**src/rtl/clock_uart_pkg.sv**
```systemverilog
// Shared types and constants for the clock-to-UART time reporter.
package clock_uart_pkg;

   // Reporter FSM states
   typedef enum logic [2:0] {
      IDLE      = 3'd0,
      SEND      = 3'd1,
      PULSE     = 3'd2,
      WAIT_LOW  = 3'd3,
      WAIT_HIGH = 3'd4
   } state_e;

   localparam logic [7:0] ASCII_ZERO  = 8'h30;
   localparam logic [7:0] ASCII_CR    = 8'h0D;
   localparam logic [7:0] ASCII_LF    = 8'h0A;
   localparam logic [7:0] ASCII_QMARK = 8'h3F;

   localparam int unsigned MSG_LEN_CRLF = 10;
   localparam int unsigned MSG_LEN_BARE = 8;

endpackage

```
**src/rtl/uart_time_reporter_if.sv**
```systemverilog
// Byte handshake between the time reporter and uart_tx.
interface uart_time_reporter_if;
   logic [7:0] tx_data;
   logic       tx_send;
   logic       tx_ready;

   modport master (output tx_data, output tx_send, input tx_ready);
   modport slave  (input tx_data, input tx_send, output tx_ready);
endinterface

```
**src/rtl/bcd_digit_to_ascii.sv**
```systemverilog
// Converts one BCD nibble to its ASCII digit; non-decimal nibbles become '?'.
module bcd_digit_to_ascii
   import clock_uart_pkg::*;
(
   input  logic [3:0] nibble,
   output logic [7:0] ascii
);

   // Decimal digits offset from '0', anything else flagged as '?'
   always_comb begin
      ascii = ASCII_QMARK;
      if (nibble <= 4'd9) begin
         ascii = ASCII_ZERO + {4'h0, nibble};
      end
   end

endmodule

```
**src/rtl/uart_time_reporter.sv**
```systemverilog
// Sends a snapshot of HH:MM:SS (optionally CR LF) to uart_tx, one byte per handshake.
module uart_time_reporter
   import clock_uart_pkg::*;
#(
   parameter bit         ADD_CRLF = 1'b1,
   parameter logic [7:0] SEP_CHAR = 8'h3A
) (
   input  logic                        clk,
   input  logic                        reset_n,
   input  logic                        start,
   input  logic [7:0]                  hours_bcd,
   input  logic [7:0]                  minutes_bcd,
   input  logic [7:0]                  seconds_bcd,
   uart_time_reporter_if.master        tx,
   output logic                        busy,
   output logic                        done
);

   localparam logic [3:0] LAST_IDX = ADD_CRLF ? 4'(MSG_LEN_CRLF - 1) : 4'(MSG_LEN_BARE - 1);

   state_e     state_q;
   logic [3:0] idx_q;
   logic [7:0] snap_h_q, snap_m_q, snap_s_q;
   logic [7:0] tx_data_q;
   logic       tx_send_q;
   logic       busy_q;
   logic       done_q;

   logic [3:0] sel_idx;
   logic [7:0] src_h, src_m, src_s;
   logic [3:0] sel_nibble;
   logic [7:0] sel_ascii;
   logic [7:0] next_byte;

   // Byte to load next: byte 0 from live inputs when starting, else idx+1 from the snapshot
   always_comb begin
      sel_idx    = (state_q == IDLE) ? 4'd0 : idx_q + 4'd1;
      src_h      = (state_q == IDLE) ? hours_bcd   : snap_h_q;
      src_m      = (state_q == IDLE) ? minutes_bcd : snap_m_q;
      src_s      = (state_q == IDLE) ? seconds_bcd : snap_s_q;
      sel_nibble = 4'h0;
      case (sel_idx)
         4'd0:    sel_nibble = src_h[7:4];
         4'd1:    sel_nibble = src_h[3:0];
         4'd3:    sel_nibble = src_m[7:4];
         4'd4:    sel_nibble = src_m[3:0];
         4'd6:    sel_nibble = src_s[7:4];
         4'd7:    sel_nibble = src_s[3:0];
         default: sel_nibble = 4'h0;
      endcase
      next_byte = 8'h00;
      case (sel_idx)
         4'd0, 4'd1, 4'd3, 4'd4, 4'd6, 4'd7: next_byte = sel_ascii;
         4'd2, 4'd5:                         next_byte = SEP_CHAR;
         4'd8:                               next_byte = ASCII_CR;
         4'd9:                               next_byte = ASCII_LF;
         default:                            next_byte = 8'h00;
      endcase
   end

   bcd_digit_to_ascii u_conv (
      .nibble (sel_nibble),
      .ascii  (sel_ascii)
   );

   // Handshake FSM; tx_data only moves when entering SEND so it is stable per byte
   always_ff @(posedge clk or negedge reset_n) begin
      if (!reset_n) begin
         state_q   <= IDLE;
         idx_q     <= 4'd0;
         snap_h_q  <= 8'h00;
         snap_m_q  <= 8'h00;
         snap_s_q  <= 8'h00;
         tx_data_q <= 8'h00;
         tx_send_q <= 1'b0;
         busy_q    <= 1'b0;
         done_q    <= 1'b0;
      end else begin
         done_q <= 1'b0;
         case (state_q)
            IDLE: begin
               // a start coinciding with the done pulse is dropped
               if (start && !done_q) begin
                  snap_h_q  <= hours_bcd;
                  snap_m_q  <= minutes_bcd;
                  snap_s_q  <= seconds_bcd;
                  idx_q     <= 4'd0;
                  tx_data_q <= next_byte;
                  busy_q    <= 1'b1;
                  state_q   <= SEND;
               end
            end
            SEND: begin
               if (tx.tx_ready) begin
                  tx_send_q <= 1'b1;
                  state_q   <= PULSE;
               end
            end
            PULSE: begin
               tx_send_q <= 1'b0;
               state_q   <= WAIT_LOW;
            end
            WAIT_LOW: begin
               if (!tx.tx_ready) begin
                  state_q <= WAIT_HIGH;
               end
            end
            WAIT_HIGH: begin
               if (tx.tx_ready) begin
                  if (idx_q == LAST_IDX) begin
                     done_q  <= 1'b1;
                     busy_q  <= 1'b0;
                     state_q <= IDLE;
                  end else begin
                     idx_q     <= idx_q + 4'd1;
                     tx_data_q <= next_byte;
                     state_q   <= SEND;
                  end
               end
            end
            default: state_q <= IDLE;
         endcase
      end
   end

   assign tx.tx_data = tx_data_q;
   assign tx.tx_send = tx_send_q;
   assign busy       = busy_q;
   assign done       = done_q;

endmodule

```
**src/flat_wrapper.sv**
```systemverilog
// flat-port wrapper written by rule: the top's interface ports become plain ports
module uart_time_reporter_flat import clock_uart_pkg::*;
#(
   parameter bit         ADD_CRLF = 1'b1,
   parameter logic [7:0] SEP_CHAR = 8'h3A
)
  (clk, reset_n, start, hours_bcd, minutes_bcd, seconds_bcd, busy, done, tx_tx_data, tx_tx_send, tx_tx_ready);
  uart_time_reporter_if tx_i ();
  input  logic clk;
  input  logic reset_n;
  input  logic start;
  input  logic [7:0] hours_bcd;
  input  logic [7:0] minutes_bcd;
  input  logic [7:0] seconds_bcd;
  output logic busy;
  output logic done;
  output wire logic [$bits(tx_i.tx_data)-1:0] tx_tx_data;
  output wire logic [$bits(tx_i.tx_send)-1:0] tx_tx_send;
  input wire logic [$bits(tx_i.tx_ready)-1:0] tx_tx_ready;
  assign tx_tx_data = tx_i.tx_data;
  assign tx_tx_send = tx_i.tx_send;
  assign tx_i.tx_ready = tx_tx_ready;
  uart_time_reporter #(.ADD_CRLF(ADD_CRLF), .SEP_CHAR(SEP_CHAR)) u_core (.clk(clk), .reset_n(reset_n), .start(start), .hours_bcd(hours_bcd), .minutes_bcd(minutes_bcd), .seconds_bcd(seconds_bcd), .tx(tx_i), .busy(busy), .done(done));
endmodule
```
**config.mk**
```make
export PLATFORM = sky130hd
export DESIGN_NAME = uart_time_reporter_flat
export DESIGN_NICKNAME = d
export VERILOG_FILES = /design/src/rtl/clock_uart_pkg.sv /design/src/rtl/uart_time_reporter_if.sv /design/src/rtl/bcd_digit_to_ascii.sv /design/src/rtl/uart_time_reporter.sv /design/src/flat_wrapper.sv
export SDC_FILE = /design/constraint.sdc
export NUM_CORES = 1
export LEC_CHECK = 0
export CELL_PAD_IN_SITES_DETAIL_PLACEMENT = 0
export CELL_PAD_IN_SITES_GLOBAL_PLACEMENT = 1
export CORE_ASPECT_RATIO = 1.5
export CORE_MARGIN = 2
export CORE_UTILIZATION = 43
export DETAILED_ROUTE_END_ITERATION = 16
export PLACE_DENSITY = 0.86
export SETUP_SLACK_MARGIN = 0.5
export SKIP_CTS_REPAIR_TIMING = 1
export SLEW_MARGIN = 0
export SYNTH_ARGS = -nofsm -noshare
export SYNTH_HDL_FRONTEND = slang
export SYNTH_SLANG_ARGS = --single-unit
```
**constraint.sdc**
```tcl
create_clock -name clk -period 5.7 [get_ports clk]
set_input_delay 0.57 -clock clk [delete_from_list [all_inputs] [get_ports clk]]
set_output_delay 0.57 -clock clk [all_outputs]
set_load 0.05 [all_outputs]
```
==> reports/results.txt <==
Worst Path Required: 5.84 ns
detailed placement HPWL: 3490 um
Synth Instances: 247
Yosys reg bits: 39
Clock Tree Buf Depth: 2
CTS clk-pin slew, worst paths: 0.09 ns
final hold vios: 0
final setup TNS: 0 ns
Root Buffer: clkbuf_8
# IOs: 39
DP Cell Count: 336
initial antenna violation count: 0
Tmin final: 2.684 ns
Worst setup EP type: flip-flop
leading area contributor after synthesis: dfrtp_1
Total Routed Length: 4872 um
max cap viols: 0
commonest non-fill, non-tap cell in the layout: nand2_1
Remaining Overflow, GRT: 0
largest net degree at the start of global routing: 40
CTS Buf Count: 5
Worst setup startpoint: u_core.idx_q[0]
M1 GR Usage: 0.2178
VDD IR max: 0.0002075 V
met3 Track Usage GR: 0.02916
Total GRT Usage: 0.1857
Mapped Avg Cell Area: 9.072 sq um
GPL Wtd Cong: 0.8317
fin. max-slew vios: 0
clock latency on the worst-skew pair: 0.29 ns
sequential share of the synthesized area: 0.4355
P per Cell Area: 444.9 mW/mm^2
fraction of registers with async set/reset: 1.000
area grow syn2layout: 20.27%
EDFF count, synth: 0
# clock sinks: 39
top post-synthesis cells by area: dfrtp_1 (44%), nand2_1 (14%), buf_6 (2.5%)
Synth top area share: 0.4355
Setup Skew: 0.01403 ns
port bufs: 36
DIE AREA: 0.005817 sq mm
first-pass GRT wire length: 8507 um
synth unique cells: 55
# diodes: 0
r2r startpoint: u_core.idx_q[0]
Yosys warning count: 0
startpoint types: flip-flop
gr busiest metal: met2
critical path type: flip-flop to flip-flop
Finished Layout Cells: 344
internal cell power: 0.7349 mW
final setup vio count: 0
clock power share: 0.197
met2 Use GR: 0.3254
hold crit path type: primary input to async pin
Syn Std Cell Area: 0.002241 sq mm
Initial Util: 0.4407
H-tree depth: 2
Via Count: 1780
most used cells in the layout excluding fill and tap cells: nand2_1 (82), dfrtp_1 (39), clkdlybuf4s50_1 (35)
part of the power in registers: 0.380
Post-DRT Antenna Nets: 0
Die Width: 62.94 um
leakage power: 1.203 nW
Final nets: 305
Die Y: 92.42 um
routed len/inst: 14.16 um
Fmax achieved: 372.6 MHz
vias in the first global route: 1802
layout cells sized above 1: 0.1159
CTS tree: done
CP max FO: 28
Worst-Margin Slew: 1.044 ns
# rows: 32
DRT Pass-1 Iters: 4
Fillers: 502
Switch Pwr: 0.4641 mW
commonest register cell after synthesis: dfrtp_1
slew margin rel.: 0.3031
core area: 0.005085 sq mm
Critical Path AT: 2.83 ns
switching share of total power: 0.3871
1st-iter DRT viols: 84
Vias per Instance: 5.174
Tcrit/Tclk final: 0.4709
RSZ-0062 raised after global routing: false
power share of the combinational group: 0.423
run status: complete, no violations
Remaining DRCs: 0
-- power by group through the flow --
stage          clock (mW)  sequential (mW)  combinational [mW]
2_1_floorplan           0            0.476               0.365
3_3_place_gp            0            0.457               0.502
3_5_place_dp            0            0.460               0.509
4_1_cts             0.242            0.455               0.512
5_1_grt             0.253            0.469               0.576
6_report            0.236            0.455               0.507
-- path summary, 6_finish.rpt --
path	end	slack [ns]	depth (start not counted)
worst max-delay path	u_core.tx.tx_data[0]	3.02	8
worst min-delay path	u_core.idx_q[2]	0.39	1
worst max register to register	u_core.tx.tx_data[0]	3.02	8
worst min register to register	u_core.snap_s_q[6]	0.47	2
max in group asynchronous	u_core.snap_m_q[0]	4.78	1
min in group clk	u_core.snap_s_q[6]	0.47	2
-- worst max-delay path, cell delays in order, from the launching register on --
cell	delay, ns
dfrtp_1	0.33
buf_4	0.31
ha_1	0.59
xnor2_4	0.24
mux2_2	0.39
a32oi_1	0.17
nor3_1	0.08
a221oi_1	0.27
a41oi_2	0.15
-- per-layer routing --
layer	up-vias	wire length, um
li1	892	-
met1	848	2077
met2	28	2572
met3	12	81
met4	0	140
met5	-	0
-- through the flow --
step                hold slack (ns)  utilization  instance area (sq um)  setup WS [ns]  total power, mW
finish                       0.3883       0.5300                   2695          3.016            1.199
global route                 0.4599       0.5300                   2695          2.799            1.298
CTS                          0.4165       0.5300                   2695          3.028            1.209
detailed placement           0.4566       0.5069                   2577          2.802           0.9695
global placement             0.4518       0.5069                   2577          2.908           0.9588
floorplan                    0.2744            -                   2245          3.638           0.8412
-- synthesized netlist by cell type, types with 2 or more instances --
master	n
nand3b_1	2
nor2b_1	2
o21ai_0	7
dfrtp_1	39
o22ai_1	3
nand3_1	6
ha_1	2
buf_6	5
a41oi_2	2
nor2_2	2
nand2_1	82
mux2i_1	3
a21oi_1	11
nor3_1	8
buf_2	4
clkbuf_1	5
nor2_1	8
a221oi_1	2
a22o_1	2
nand2b_1	7
inv_1	3
o211ai_1	2
buf_4	3
o21bai_1	2
mux2_2	5
-- cells by family after synthesis --
logic type | count (synthesis) | share of synthesized area
multiplexers | 9 | 0.04522
adder cells (fa/ha/maj) | 2 | 0.01117
flip-flops | 39 | 0.4355
AND/OR/NAND/NOR | 124 | 0.2462
XOR/XNOR | 5 | 0.03965
buffers and inverters | 21 | 0.05974
AO/OA/AOI/OAI | 46 | 0.1608
other | 1 | 0.001673
-- registers in the layout, indices dropped and copies added, names as in the netlist --
name,cells
u_core.snap_h_q,8
u_core.snap_m_q,8
u_core.snap_s_q,8
u_core.tx.tx_data,5
u_core.idx_q,4
u_core.state_q,3
u_core.busy,1
u_core.done,1
u_core.tx.tx_send,1
-- final cells by class --
cell class                 instances  area [sq um]  share of cell area
multi-input combinational        188          1135              0.4211
sequential                        39         975.9              0.3621
timing repair buffer              38         370.4              0.1374
tap                               68         85.08             0.03157
clock buffer                       6         82.58             0.03064
clock inverter                     2         35.03             0.01300
inverter                           3         11.26            0.004178
No activity file was read; power rests on OpenSTA's default activity.
